==> src/rtl/ccd_exposure_sequencer.sv <==
`timescale 1ns/1ps
// Frame acquisition sequencer around ccd_readout: flush passes, shutter-timed
// exposure, settle, then one digitising readout pass, with abort handling.
module ccd_exposure_sequencer #(
    parameter int TICK_DIV       = 50000,
    parameter int EXP_W          = 24,
    parameter int CLEAN_W        = 4,
    parameter int SHUTTER_SETTLE = 20
) (
    input  logic               clk,
    input  logic               rst_n,
    input  logic               cmd_valid,
    output logic               cmd_ready,
    input  logic [EXP_W-1:0]   cmd_exp_ticks,
    input  logic [CLEAN_W-1:0] cmd_n_clean,
    input  logic               cmd_bin2x2,
    input  logic               abort,
    output logic               ro_toggle,
    output logic [1:0]         ro_mode,
    input  logic               ro_busy,
    output logic               shutter_open,
    output logic               frame_done,
    output logic               frame_aborted,
    output logic [2:0]         state_dbg
);

    localparam logic [1:0] ccd_mode_clean       = 2'd0;
    localparam logic [1:0] ccd_mode_readout_1x1 = 2'd1;
    localparam logic [1:0] ccd_mode_readout_2x2 = 2'd2;

    localparam logic [3:0] IDLE       = 4'd0;
    localparam logic [3:0] CLEAN_KICK = 4'd1;
    localparam logic [3:0] CLEAN_WAIT = 4'd2;
    localparam logic [3:0] EXP_START  = 4'd3;
    localparam logic [3:0] EXPOSE     = 4'd4;
    localparam logic [3:0] SETTLE     = 4'd5;
    localparam logic [3:0] READ_KICK  = 4'd6;
    localparam logic [3:0] READ_WAIT  = 4'd7;
    localparam logic [3:0] DRAIN      = 4'd8;

    localparam int PW = $clog2(TICK_DIV);
    localparam int SW = (SHUTTER_SETTLE < 1) ? 1 : $clog2(SHUTTER_SETTLE + 1);

    logic [3:0]         state_q, state_d;
    logic [1:0]         mode_q, mode_d;
    logic               toggle_q, toggle_d;
    logic               shutter_q, shutter_d;
    logic               done_q, done_d;
    logic               aborted_q, aborted_d;
    logic [CLEAN_W-1:0] clean_q, clean_d;
    logic [EXP_W-1:0]   exp_q, exp_d;
    logic               bin_q, bin_d;
    logic [SW-1:0]      settle_q, settle_d;
    logic [PW-1:0]      presc_q, presc_d;
    logic               tick;
    logic [1:0]         read_mode;

    assign tick      = (presc_q == PW'(TICK_DIV - 1));
    assign read_mode = bin_q ? ccd_mode_readout_2x2 : ccd_mode_readout_1x1;

    always_comb begin
        state_d   = state_q;
        mode_d    = mode_q;
        toggle_d  = toggle_q;
        shutter_d = shutter_q;
        done_d    = 1'b0;
        aborted_d = 1'b0;
        clean_d   = clean_q;
        exp_d     = exp_q;
        bin_d     = bin_q;
        settle_d  = settle_q;
        presc_d   = tick ? '0 : presc_q + 1'b1;
        unique case (state_q)
            IDLE: begin
                mode_d = ccd_mode_clean;
                if (cmd_valid) begin
                    clean_d = cmd_n_clean;
                    exp_d   = cmd_exp_ticks;
                    bin_d   = cmd_bin2x2;
                    if (cmd_n_clean != '0) begin
                        state_d  = CLEAN_KICK;
                        toggle_d = !ro_busy;
                    end else begin
                        state_d = EXP_START;
                    end
                end
            end
            CLEAN_KICK, READ_KICK: begin
                // toggle is only raised once any earlier pass has ended
                if (abort) begin
                    toggle_d = 1'b0;
                    state_d  = DRAIN;
                end else if (!toggle_q) begin
                    toggle_d = !ro_busy;
                end else if (ro_busy) begin
                    toggle_d = 1'b0;
                    state_d  = (state_q == CLEAN_KICK) ? CLEAN_WAIT : READ_WAIT;
                end
            end
            CLEAN_WAIT: begin
                if (abort) begin
                    state_d = DRAIN;
                end else if (!ro_busy) begin
                    clean_d = clean_q - 1'b1;
                    if (clean_q == CLEAN_W'(1)) begin
                        state_d = EXP_START;
                    end else begin
                        state_d  = CLEAN_KICK;
                        mode_d   = ccd_mode_clean;
                        toggle_d = 1'b1;
                    end
                end
            end
            EXP_START: begin
                if (abort) begin
                    shutter_d = 1'b0;
                    state_d   = DRAIN;
                end else if (exp_q == '0) begin
                    state_d  = READ_KICK;
                    mode_d   = read_mode;
                    toggle_d = !ro_busy;
                end else begin
                    shutter_d = 1'b1;
                    presc_d   = '0;
                    state_d   = EXPOSE;
                end
            end
            EXPOSE: begin
                if (abort) begin
                    shutter_d = 1'b0;
                    state_d   = DRAIN;
                end else if (tick) begin
                    exp_d = exp_q - 1'b1;
                    if (exp_q == EXP_W'(1)) begin
                        shutter_d = 1'b0;
                        presc_d   = '0;
                        settle_d  = SW'(SHUTTER_SETTLE);
                        state_d   = SETTLE;
                    end
                end
            end
            SETTLE: begin
                if (abort) begin
                    shutter_d = 1'b0;
                    state_d   = DRAIN;
                end else if (settle_q == '0) begin
                    state_d  = READ_KICK;
                    mode_d   = read_mode;
                    toggle_d = !ro_busy;
                end else if (tick) begin
                    settle_d = settle_q - 1'b1;
                end
            end
            READ_WAIT: begin
                // a finished readout outranks a coincident abort
                if (!ro_busy) begin
                    done_d  = 1'b1;
                    mode_d  = ccd_mode_clean;
                    state_d = IDLE;
                end else if (abort) begin
                    state_d = DRAIN;
                end
            end
            DRAIN: begin
                toggle_d  = 1'b0;
                shutter_d = 1'b0;
                if (!ro_busy) begin
                    aborted_d = 1'b1;
                    mode_d    = ccd_mode_clean;
                    state_d   = IDLE;
                end
            end
            default: begin
                toggle_d  = 1'b0;
                shutter_d = 1'b0;
                state_d   = IDLE;
            end
        endcase
    end

    always_ff @(posedge clk or negedge rst_n) begin
        if (!rst_n) begin
            state_q   <= IDLE;
            mode_q    <= ccd_mode_clean;
            toggle_q  <= 1'b0;
            shutter_q <= 1'b0;
            done_q    <= 1'b0;
            aborted_q <= 1'b0;
            clean_q   <= '0;
            exp_q     <= '0;
            bin_q     <= 1'b0;
            settle_q  <= '0;
            presc_q   <= '0;
        end else begin
            state_q   <= state_d;
            mode_q    <= mode_d;
            toggle_q  <= toggle_d;
            shutter_q <= shutter_d;
            done_q    <= done_d;
            aborted_q <= aborted_d;
            clean_q   <= clean_d;
            exp_q     <= exp_d;
            bin_q     <= bin_d;
            settle_q  <= settle_d;
            presc_q   <= presc_d;
        end
    end

    assign cmd_ready     = (state_q == IDLE);
    assign ro_toggle     = toggle_q;
    assign ro_mode       = mode_q;
    assign shutter_open  = shutter_q;
    assign frame_done    = done_q;
    assign frame_aborted = aborted_q;
    // DRAIN reports as READ_WAIT: both mean waiting on ccd_readout to finish
    assign state_dbg     = (state_q == DRAIN) ? 3'd7 : state_q[2:0];

endmodule

==> config.mk <==
export PLATFORM = sky130hd
export DESIGN_NAME = ccd_exposure_sequencer
export DESIGN_NICKNAME = d
export VERILOG_FILES = /design/src/rtl/ccd_exposure_sequencer.sv
export SDC_FILE = /design/constraint.sdc
export NUM_CORES = 1
export LEC_CHECK = 0
export ABC_CLOCK_PERIOD_IN_PS = 3760
export CAP_MARGIN = 10
export CELL_PAD_IN_SITES_DETAIL_PLACEMENT = 2
export CELL_PAD_IN_SITES_GLOBAL_PLACEMENT = 2
export CORE_MARGIN = 5
export CORE_UTILIZATION = 30
export CTS_CLUSTER_DIAMETER = 40
export DETAILED_ROUTE_END_ITERATION = 10
export PLACE_DENSITY_LB_ADDON = 0.15
export SYNTH_ARGS = -nofsm -noshare
export SYNTH_HDL_FRONTEND = slang
export SYNTH_SLANG_ARGS = --single-unit
==> constraint.sdc <==
create_clock -name clk -period 3.76 [get_ports clk]
set_input_delay 1.128 -clock clk [delete_from_list [all_inputs] [get_ports clk]]
set_output_delay 1.128 -clock clk [all_outputs]
set_load 0.01 [all_outputs]
**Word-level counts from Yosys, hierarchy flattened**

Index checks and enable logic that the tools add are counted.

- Register bits: 60
- Input port bits: 34
- Output and inout port bits: 10
- Word-level logic and storage cells: 149

- Multiplexer cells: 75
- Add/sub/neg operators: 4
- Reduce and logical (&&, ||, !) cells: 21
- Equality and inequality tests: 36
- Bitwise gates (word level): 2

Operators with widths:

| cell | number |
|---|---|
| $mux 16 | 6 |
| $mux 24 | 3 |
| $mux 4 | 18 |
| $pmux 24 s2 | 1 |
| $ne 2x2->1 const B | 16 |
| $pmux 16 s2 | 1 |
| $pmux 4 s8 | 1 |
| $mux 5 | 6 |
| $eq 24x1->1 const B | 1 |
| $logic_not 24->1 | 1 |
| $mux 2 | 12 |
| $ne 3x3->1 const B | 8 |
| $sub 24x1->24 const B | 1 |
| $mux 1 | 20 |
| $reduce_and 9->1 | 2 |
| $add 16x1->16 const B | 1 |
| $eq 16x16->1 const B | 1 |
| $eq 4x3->1 const B | 4 |
| $pmux 2 s5 | 1 |
| $pmux 5 s2 | 1 |
| $reduce_and 10->1 | 1 |
| $eq 4x1->1 const B | 2 |
| $eq 4x2->1 const B | 2 |
| $pmux 4 s2 | 1 |
| 20 further kinds | 27 |

**Longest topological paths before layout**

Gate-level depths: netlist of run 1.

- Word-level depth: 6
- Mapped depth: 10
- Mapped depth without buffers: 7

**Worst setup path after synthesis of run 1**

OpenSTA, ideal clock, no wires.

- Path kind: register -> register
- Start point: register exp_q[15]
- End point: register mode_q[0] (netlist: ro_mode[0])
- Buffers on the path: 0
- Clock period less this slack: 2,465 ps
- Setup slack: 1,295 ps
- Arrival time: 2,341 ps
- Required time: 3,635 ps
- Cell stages (with the launch flop): 6
- Setup time: 125 ps
- Cell sequence: dfrtp_1 -> or4_4 -> or3_1 -> o41a_1 -> a211oi_2 -> mux2_2

- Longest elaborated chain between the ends: 3

RTL lines:

| element | line | RTL |
|---|---|---|
| from (decl) | 51 | `logic [EXP_W-1:0] exp_q, exp_d;` |
| from (signal assigned) | 202 | `exp_q <= exp_d;` |
| $logic_not 24->1 | 118 | `end else if (exp_q == '0) begin` |
| $ne 2x2->1 (no line) | n/a |  |
| $reduce_and 9->1 (no line) | n/a |  |
| to (signal assigned) | 184 | `mode_q <= ccd_mode_clean;` |
| to (signal assigned) | 196 | `mode_q <= mode_d;` |
| to (decl) | 45 | `logic [1:0] mode_q, mode_d;` |

No other way between the ends.
A chain may end at the register's enable or synchronous reset.

**Worst setup path in the final report of run 1**

- Start point: register state_q[1]
- End point: output state_dbg[0]

- Longest elaborated chain between the ends: 2

RTL lines:

| element | line | RTL |
|---|---|---|
| from (decl) | 44 | `logic [3:0] state_q, state_d;` |
| from (signal assigned) | 195 | `state_q <= state_d;` |
| $eq 4x4->1 | 216 | `assign state_dbg = (state_q == DRAIN) ? 3'd7 : state_q[2:0];` |
| $mux 3 | 216 |  |
| to (decl) | 24 | `output logic [2:0] state_dbg` |

No other way between the ends.

==> results of run 1 <==
-- cells in the final DEF (no fill, tap or decap), types with 5 or more instances in the layout --
cell,synthesis,final
nand4_1,5,5
inv_1,14,14
nand2_1,31,31
clkbuf_16,0,9
or4_1,5,5
a21oi_1,32,32
nor3b_1,5,5
nand3_1,16,16
o21ai_0,35,35
nor2_1,52,52
dfrtp_1,60,60
or3_1,7,7
nor4_1,12,12
xor2_1,6,6
buf_4,0,16
ha_1,8,8
a31oi_1,7,7
nor3_1,18,18
xnor2_1,9,9
clkdlybuf4s50_1,0,42
o22a_1,5,5
nand2b_1,5,5
-- stage by stage --
stage	hold WS (ps)	util	instance area (sq um)
finish	456	0.380	4770
global route	481	0.380	4770
CTS	460	0.380	4770
detailed placement	453	0.357	4480
global placement	438	0.357	4480
floorplan	424	-	3820
-- flip-flops by register name, indices dropped and copies added (netlist names), 2 cells and up --
name	count
exp_q	24
ro_mode	2
clean_q	4
state_q	4
presc_q	16
settle_q	5
-- report_power, final --
group	switching (W)	internal (W)	total, W
Clock	0.000298	0.000540	0.000838
Sequential	0.000290	0.000876	0.00117
Combinational	0.000682	0.000558	0.00124
Total	0.00127	0.00197	0.00324
-- metal layers --
| metal | up-vias | part of all wire |
|---|---|---|
| li1 | 1744 | - |
| met1 | 1851 | 0.47 |
| met2 | 48 | 0.49 |
| met3 | 12 | 0.028 |
| met4 | 0 | 0.013 |
| met5 | - | 0 |
-- path summary, 6_finish.rpt --
path,from,end,slack [ps],cells past startpoint
max reg2reg,exp_q[15]$_DFFE_PN0P_,ro_mode[0]$_DFFE_PN0P_,950,5
max in group asynchronous,rst_n,exp_q[6]$_DFFE_PN0P_,2250,2
min in group asynchronous,rst_n,presc_q[4]$_DFF_PN0_,790,1
max,state_q[1]$_DFFE_PN0P_,state_dbg[0],660,4
min,presc_q[0]$_DFF_PN0_,presc_q[0]$_DFF_PN0_,460,1
min reg2reg,presc_q[0]$_DFF_PN0_,presc_q[0]$_DFF_PN0_,460,1
-- layout make-up --
cell class	instances	area, sq um
clock buffer	12	256
timing repair buffer	59	546
fill	1397	7790
multi-input combinational	348	2170
sequential	60	1500
clock inverter	2	35.0
inverter	14	52.6
tap	172	215
-- kinds of logic after synthesis --
logic type                 Yosys count  synth area share
and+or+nand+nor                    191             0.270
adders and majority gates            8            0.0262
xor gates and xnor gates            15            0.0344
AOI/OAI and AO/OA                  129             0.221
DFF                                 60             0.393
muxes                                5            0.0144
buffers and inverters               41            0.0406
==> flow_metrics.py, run 1 <==
metrics = {
    "min_path": {
        "hold_path_class": "reg2reg",
    },
    "logic_synthesis": {
        "yosysWarnings": 0,
        "yosys.area.top_type_share": 0.393,
        "yosysSeqAreaShare": 0.393,
        "synth_commonest_cells": "60 x dfrtp_1, 52 x nor2_1, 35 x o21ai_0, 32 x a21oi_1, 31 x nand2_1",
        "async_flop_share": 1.00,
        "syn_avg_cell_area_sq_um": 8.50,
        "synth_seq_cells": 60,
        "syn_inst": 449,
        "synthTopCellsByArea": "dfrtp_1 39%, nor2_1 5.1%, o21ai_0 4.6%",
        "synth_top_cell_by_area": "dfrtp_1",
        "ys.flop_type": "dfrtp_1",
        "syn_area_sq_um": 3820,
        "synth_cell_types": 67,
        "syn_nets": 491,
        "synth_edf_count": 0,
        "yosysMostFrequentCell": "dfrtp_1",
    },
    "finish": {
        "drive_gt1_frac": 0.0970,
        "syn_to_final_growth_pct": 25.0,
        "fin_nets": 534,
        "finalNonFillerCells": 667,
        "antenna_cells": 0,
    },
    "setup_path": {
        "crit_arrival_ps": 1970,
        "cp_top_family": "simple AND/OR/NAND/NOR gates",
        "crit_fanout": 4,
        "cp-start-kind": "flop",
        "worstSetupPathType": "reg2out",
        "cp.required_ps": 2630,
        "cp-end-kind": "primary output",
        "cpPeakStageDelay_ps": 540,
        "crit_slowest_cell": "clkdlybuf4s50_1",
        "crit_chain": "nor3_1, nand2_1, nand2b_1, clkdlybuf4s50_1",
        "crit_buf_inv": 1,
    },
    "clock_tree": {
        "root_buffer": "clkbuf_16",
        "cts_buffer_depth": 2,
        "postCtsHoldBufs": 0,
        "postCtsSetupRepairBufs": 0,
        "cts_tree": "done",
        "cts_sinks": 60,
        "cts_max_level": 3,
        "cts_buffers": 9,
        "clkSlewWorstSetupHoldPaths_ps": 50,
        "clkLatencyLatePin_ps": 340,
        "cts_resized": 0,
    },
    "timing": {
        "rsz0062_at_grt": "no",
        "skew_ps": 6.96,
        "timing.final.hold_violations": 0,
        "fmax_ghz": 0.322,
        "tns_ps": 0,
        "setup_viol": 0,
        "report.final.slew_viol_count": 0,
        "fin_crit_ps": 3100,
        "slew_headroom": 0.474,
        "setup_ws_ps": 658,
        "fin_crit_sh": 0.825,
        "worst_slew_pin_slew_ps": 779,
    },
    "route": {
        "wire_per_inst_um": 19.4,
        "drc": 0,
        "vias": 3655,
        "wl_um": 13000,
        "dr.pass1.iters": 4,
        "drt_iter0_drc": 148,
        "antenna_left": 0,
        "via_per_inst": 5.48,
    },
    "placement": {
        "dp_slack_ps": 621,
        "post-dp-hpwl_um": 9260,
        "placedCellCount": 653,
        "port_buffers": 43,
        "gp_congestion": 0.778,
    },
    "grt": {
        "grt_first_pass_wirelength_um": 21700,
        "met3_usage": 0.0369,
        "top_usage_layer": "met2",
        "antenna_found_initial": 0,
        "met2_usage": 0.305,
        "grt_pass1_vias": 4081,
        "grt_max_degree": 34,
        "overflow": 0,
        "grtUsageTotal": 0.184,
        "grtUsageMet1": 0.243,
    },
    "job": {
        "maxCapViolCount": 0,
    },
    "die": {
        "fp.dieH_um": 123,
        "fp.dieW_um": 123,
        "fp.dieArea_sq_um": 15100,
        "core-area_sq_um": 12600,
        "initial_core_util": 0.304,
        "rows": 41,
        "io_pins": 44,
    },
    "status": {
        "outcome": "finished, final reports clean",
    },
    "power_and_ir_drop": {
        "p_per_area_nw_per_um2": 679,
        "irDropWorstVdd_v": 0.000325,
        "p_total_w": 0.00324,
        "p_leak_nw": 1.85,
    },
}
Note: power is estimated with default switching activity, not from simulation.
==> run 2, diff against run 1 <==
--- a/config.mk
+++ b/config.mk
@@ -5,7 +5,7 @@
 export SDC_FILE = /design/constraint.sdc
 export NUM_CORES = 1
 export LEC_CHECK = 0
-export ABC_CLOCK_PERIOD_IN_PS = 3760
+export ABC_CLOCK_PERIOD_IN_PS = 3000
 export CAP_MARGIN = 10
 export CELL_PAD_IN_SITES_DETAIL_PLACEMENT = 2
 export CELL_PAD_IN_SITES_GLOBAL_PLACEMENT = 2
==> constraint.sdc (replaced) <==
create_clock -name clk -period 3 [get_ports clk]
set_input_delay 0.9 -clock clk [delete_from_list [all_inputs] [get_ports clk]]
set_output_delay 0.9 -clock clk [all_outputs]
set_load 0.01 [all_outputs]
==> run 2 against run 1 <==
Compared with the run above: setup slack worse by 470 ps; sequential share of layout area down 0.94 points; die area unchanged; hold slack better by 7.1 ps; final area up 3.1%.
==> flow_metrics.py, run 2 (synthesis gave the netlist of run 1 again) <==
metrics = {
    "status": {
        "outcome": "finished, final reports clean",
    },
    "finish": {
        "finalNonFillerCells": 680,
        "fin_nets": 545,
        "largestRegisters": "exp_q (24), presc_q (16), settle_q (5)",
        "fillers": 1400,
        "max_flop_register": "exp_q",
        "antenna_cells": 0,
        "regArea_sq_um": 1500,
        "drive_gt1_frac": 0.120,
        "mostFrequentLayoutCells": "60 x dfrtp_1, 52 x nor2_1, 42 x clkdlybuf4s50_1",
        "largest_reg_flops": 24,
        "multi_input_area_sq_um": 2170,
        "syn_to_final_growth_pct": 28.9,
        "final_common_cell": "dfrtp_1",
    },
    "power_and_ir_drop": {
        "irDropWorstVdd_v": 0.000402,
        "p_total_w": 0.00424,
        "p_per_area_nw_per_um2": 862,
        "p_leak_nw": 1.92,
    },
    "timing": {
        "fmax_ghz": 0.356,
        "report.final.slew_viol_count": 0,
        "fin_hold_ws_ps": 464,
        "tns_ps": 0,
        "fin_crit_sh": 0.937,
        "fin_crit_ps": 2810,
        "timing.final.hold_violations": 0,
        "slew_headroom": 0.528,
        "worst_slew_pin_slew_ps": 698,
        "skew_ps": 6.32,
        "rsz0062_at_grt": "no",
        "setup_viol": 0,
    },
    "die": {
        "io_pins": 44,
        "fp.dieArea_sq_um": 15100,
        "core-area_sq_um": 12600,
        "fp.dieH_um": 123,
        "rows": 41,
        "fp.dieW_um": 123,
        "initial_core_util": 0.304,
    },
    "setup_path": {
        "worstSetupPathType": "reg2out",
        "r2r-start": "exp_q[0]$_DFFE_PN0P_",
        "crit_arrival_ps": 1910,
        "r2r_cells": 6,
        "cp.required_ps": 2100,
        "cp-start-kind": "flop",
        "r2r_end": "exp_q[14]$_DFFE_PN0P_",
        "crit_fanout": 14,
        "regToRegSetupSlack_ps": 270,
        "cp-end-kind": "primary output",
    },
    "grt": {
        "grtUsageTotal": 0.188,
        "antenna_found_initial": 0,
        "overflow": 0,
        "grt_max_degree": 45,
        "grt_first_pass_wirelength_um": 22100,
        "grt_pass1_vias": 4164,
    },
    "clock_tree": {
        "cts_max_level": 3,
        "cts_tree": "done",
        "postCtsHoldBufs": 0,
        "cts_buffers": 9,
        "cts_resized": 0,
        "cts_sinks": 60,
        "root_buffer": "clkbuf_16",
        "clkSlewWorstSetupHoldPaths_ps": 60,
        "postCtsSetupRepairBufs": 0,
        "clkLatencyLatePin_ps": 340,
        "cts_buffer_depth": 2,
    },
    "min_path": {
        "worstHoldEndpoint": "presc_q[0]$_DFF_PN0_",
        "min_delay_path_depth": 1,
        "hold_path_class": "reg2reg",
        "hold_path_startpoint": "presc_q[0]$_DFF_PN0_",
    },
    "placement": {
        "gp_congestion": 0.842,
        "port_buffers": 43,
        "placedCellCount": 664,
        "post-dp-hpwl_um": 9390,
    },
    "route": {
        "drt_iter0_drc": 185,
        "vias": 3754,
        "via_per_inst": 5.52,
        "antenna_left": 0,
        "wl_um": 13200,
        "dr.pass1.iters": 4,
        "drc": 0,
        "wire_per_inst_um": 19.4,
    },
    "job": {
        "maxCapViolCount": 0,
    },
}
-- run 2: worst max path at each step --
stage                           startpoint                       to  cells after the start
floorplan            exp_q[15]$_DFFE_PN0P_   ro_mode[0]$_DFFE_PN0P_                      5
global placement                     abort  settle_q[2]$_DFFE_PN0P_                      6
detailed placement                   abort  settle_q[2]$_DFFE_PN0P_                      6
CTS                 state_q[2]$_DFFE_PN0P_             state_dbg[2]                      4
global route        state_q[2]$_DFFE_PN0P_             state_dbg[2]                      4
finish              state_q[2]$_DFFE_PN0P_             state_dbg[2]                      4
-- run 2: per-stage QoR --
stage                     worst slack [ps]  area [sq um]   util
final                                  190          4920  0.392
after global routing                   111          4920  0.392
after CTS                              190          4920  0.392
after detailed placement               132          4600  0.366
after global placement                 175          4600  0.366
after floorplan                        535          3820      -
-- run 2: cell type report --
| cell class | instances | share of cell area |
|---|---|---|
| clock buffers | 10 | 0.0465 |
| inverters | 14 | 0.0107 |
| well taps | 172 | 0.0437 |
| multi-input cells | 348 | 0.441 |
| repair buffers | 70 | 0.135 |
| flip-flops and latches | 60 | 0.305 |
| clock inverters | 6 | 0.0181 |
-- run 2: routing by layer --
metal | part of all wire | up-vias | global-route usage
met2 | 0.48 | 40 | 0.312
met5 | 0 | - | 0
met3 | 0.024 | 13 | 0.0387
li1 | - | 1771 | -
met4 | 0.018 | 0 | 0.0588
met1 | 0.48 | 1930 | 0.246
-- run 2: power breakdown --
part	switching, W	internal (W)	total (W)
Combinational	0.000904	0.000769	0.00167
Clock	0.000398	0.000726	0.00112
Sequential	0.000347	0.00110	0.00144
Total	0.00165	0.00259	0.00424
-- run 2: critical path, cell delays in order (launching register included) --
cell	delay (ps)
dfrtp_1	540
buf_4	270
inv_1	140
nand2_1	80
clkdlybuf4s50_1	530
==> run 3, diff against run 2 <==
--- a/config.mk
+++ b/config.mk
@@ -14,6 +14,7 @@
 export CTS_CLUSTER_DIAMETER = 40
 export DETAILED_ROUTE_END_ITERATION = 10
 export PLACE_DENSITY_LB_ADDON = 0.15
+export REMOVE_ABC_BUFFERS = 1
 export SYNTH_ARGS = -nofsm -noshare
 export SYNTH_HDL_FRONTEND = slang
 export SYNTH_SLANG_ARGS = --single-unit
==> run 3 against run 2 <==
Compared with the run above: clock power is 12% higher; die area unchanged; sequential power about the same; non-clock buffer count rose by 2; total power rose by 3.0%; critical endpoint is now cmd_ready; largest cell class unchanged; sequential share of layout area down 0.22 points.
==> flow_metrics.py, run 3 (synthesis gave the netlist of run 1 again) <==
metrics = {
    "status": {
        "outcome": "finished, final reports clean",
    },
    "timing": {
        "report.final.slew_viol_count": 0,
        "setup_ws_ps": 95.5,
        "worst_slew_pin_slew_ps": 704,
        "timing.final.hold_violations": 0,
        "skew_ps": 6.19,
        "setup_viol": 0,
        "fmax_ghz": 0.344,
        "rsz0062_at_grt": "no",
        "fin_crit_sh": 0.968,
        "fin_crit_ps": 2900,
        "slew_headroom": 0.524,
    },
    "finish": {
        "regArea_sq_um": 1500,
        "largest_reg_flops": 24,
        "largestRegisters": "exp_q (24), presc_q (16), settle_q (5)",
        "antenna_cells": 0,
        "mostFrequentLayoutCells": "60 x dfrtp_1, 52 x nor2_1, 42 x clkdlybuf4s50_1",
        "max_flop_register": "exp_q",
        "syn_to_final_growth_pct": 29.8,
        "fin_nets": 547,
        "post-route-util": 0.394,
        "drive_gt1_frac": 0.124,
        "final_common_cell": "dfrtp_1",
        "multi_input_area_sq_um": 2170,
        "fillers": 1409,
    },
    "setup_path": {
        "cp-startpoint": "state_q[1]$_DFFE_PN0P_",
        "cp-end-kind": "primary output",
        "r2r_cells": 5,
        "cp.required_ps": 2100,
        "r2r_end": "ro_mode[0]$_DFFE_PN0P_",
        "r2r-start": "exp_q[14]$_DFFE_PN0P_",
        "worstSetupPathType": "reg2out",
        "cp-start-kind": "flop",
        "crit_arrival_ps": 2000,
        "crit_fanout": 21,
        "regToRegSetupSlack_ps": 350,
    },
    "die": {
        "fp.dieW_um": 123,
        "initial_core_util": 0.304,
        "fp.dieH_um": 123,
        "core-area_sq_um": 12600,
        "rows": 41,
        "fp.dieArea_sq_um": 15100,
        "io_pins": 44,
    },
    "clock_tree": {
        "clkSlewWorstSetupHoldPaths_ps": 60,
        "cts_max_level": 3,
        "postCtsHoldBufs": 0,
        "clkLatencyLatePin_ps": 340,
        "cts_buffer_depth": 2,
        "cts_buffers": 9,
        "cts_resized": 0,
        "root_buffer": "clkbuf_16",
        "cts_tree": "done",
        "postCtsSetupRepairBufs": 0,
        "cts_sinks": 60,
    },
    "power_and_ir_drop": {
        "p_leak_nw": 1.95,
        "irDropWorstVdd_v": 0.000259,
        "p_per_area_nw_per_um2": 881,
    },
    "route": {
        "antenna_left": 0,
        "dr.pass1.iters": 4,
        "vias": 3722,
        "drt_iter0_drc": 177,
        "wire_per_inst_um": 19.0,
        "via_per_inst": 5.46,
        "wl_um": 13000,
        "drc": 0,
    },
    "grt": {
        "grt_first_pass_wirelength_um": 21600,
        "overflow": 0,
        "grtUsageTotal": 0.183,
        "top_usage_layer": "met2",
        "met3_usage": 0.0295,
        "antenna_found_initial": 0,
        "met2_usage": 0.304,
        "grt_pass1_vias": 4028,
        "grt_max_degree": 56,
        "grtUsageMet1": 0.238,
    },
    "placement": {
        "dp_slack_ps": 174,
        "gp_congestion": 0.798,
        "port_buffers": 43,
        "post-dp-hpwl_um": 9220,
    },
    "job": {
        "maxCapViolCount": 0,
    },
    "min_path": {
        "hold_path_class": "in2async",
    },
}
-- run 3: layout make-up --
type                       instances  share of cell area
clock buffer                      12              0.0517
clock inverter                     4              0.0192
inverter                          14              0.0106
multi-input combinational        348               0.437
sequential                        60               0.303
tap                              172              0.0434
timing repair buffer              72               0.135
-- run 3: worst max-delay path by stage --
| stage | endpoint | slack [ps] | depth (start not counted) |
|---|---|---|---|
| 6_report | cmd_ready | 100 | 5 |
| 5_1_grt | cmd_ready | 6 | 5 |
| 4_1_cts | cmd_ready | 70 | 5 |
| 3_5_place_dp | ro_toggle$_DFFE_PN0P_ | 170 | 8 |
| 3_3_place_gp | exp_q[13]$_DFFE_PN0P_ | 220 | 6 |
| 2_1_floorplan | exp_q[20]$_DFFE_PN0P_ | -850 | 4 |
-- run 3: power breakdown --
group | internal [W] | switching, W
clock | 0.000856 | 0.000397
sequential | 0.00110 | 0.000350
combinational | 0.000777 | 0.000891
total | 0.00273 | 0.00164
-- run 3: worst max-delay path, stage by stage, from the launching register on --
cell,delay [ps]
dfrtp_1,440
buf_4,240
nor2_1,210
nand2_1,120
inv_1,120
clkdlybuf4s50_1,550
-- run 3: through the flow --
stage | total power [W] | instances | setup TNS, ps | area (sq um) | hold WS [ps]
after floorplan | 0.00235 | 422 | -10270 | 3720 | 424
after global placement | 0.00305 | 666 | 0 | 4610 | 444
after detailed placement | 0.00312 | 666 | 0 | 4610 | 446
after CTS | 0.00443 | 682 | 0 | 4960 | 380
after global routing | 0.00467 | 682 | 0 | 4960 | 388
final | 0.00437 | 682 | 0 | 4960 | 391
-- run 3: routing by layer --
metal,vias up,wire length (um),share of wire
met5,-,0,0
met4,0,234,0.018
met3,17,346,0.027
met2,53,6270,0.48
met1,1874,6120,0.47
li1,1778,-,-
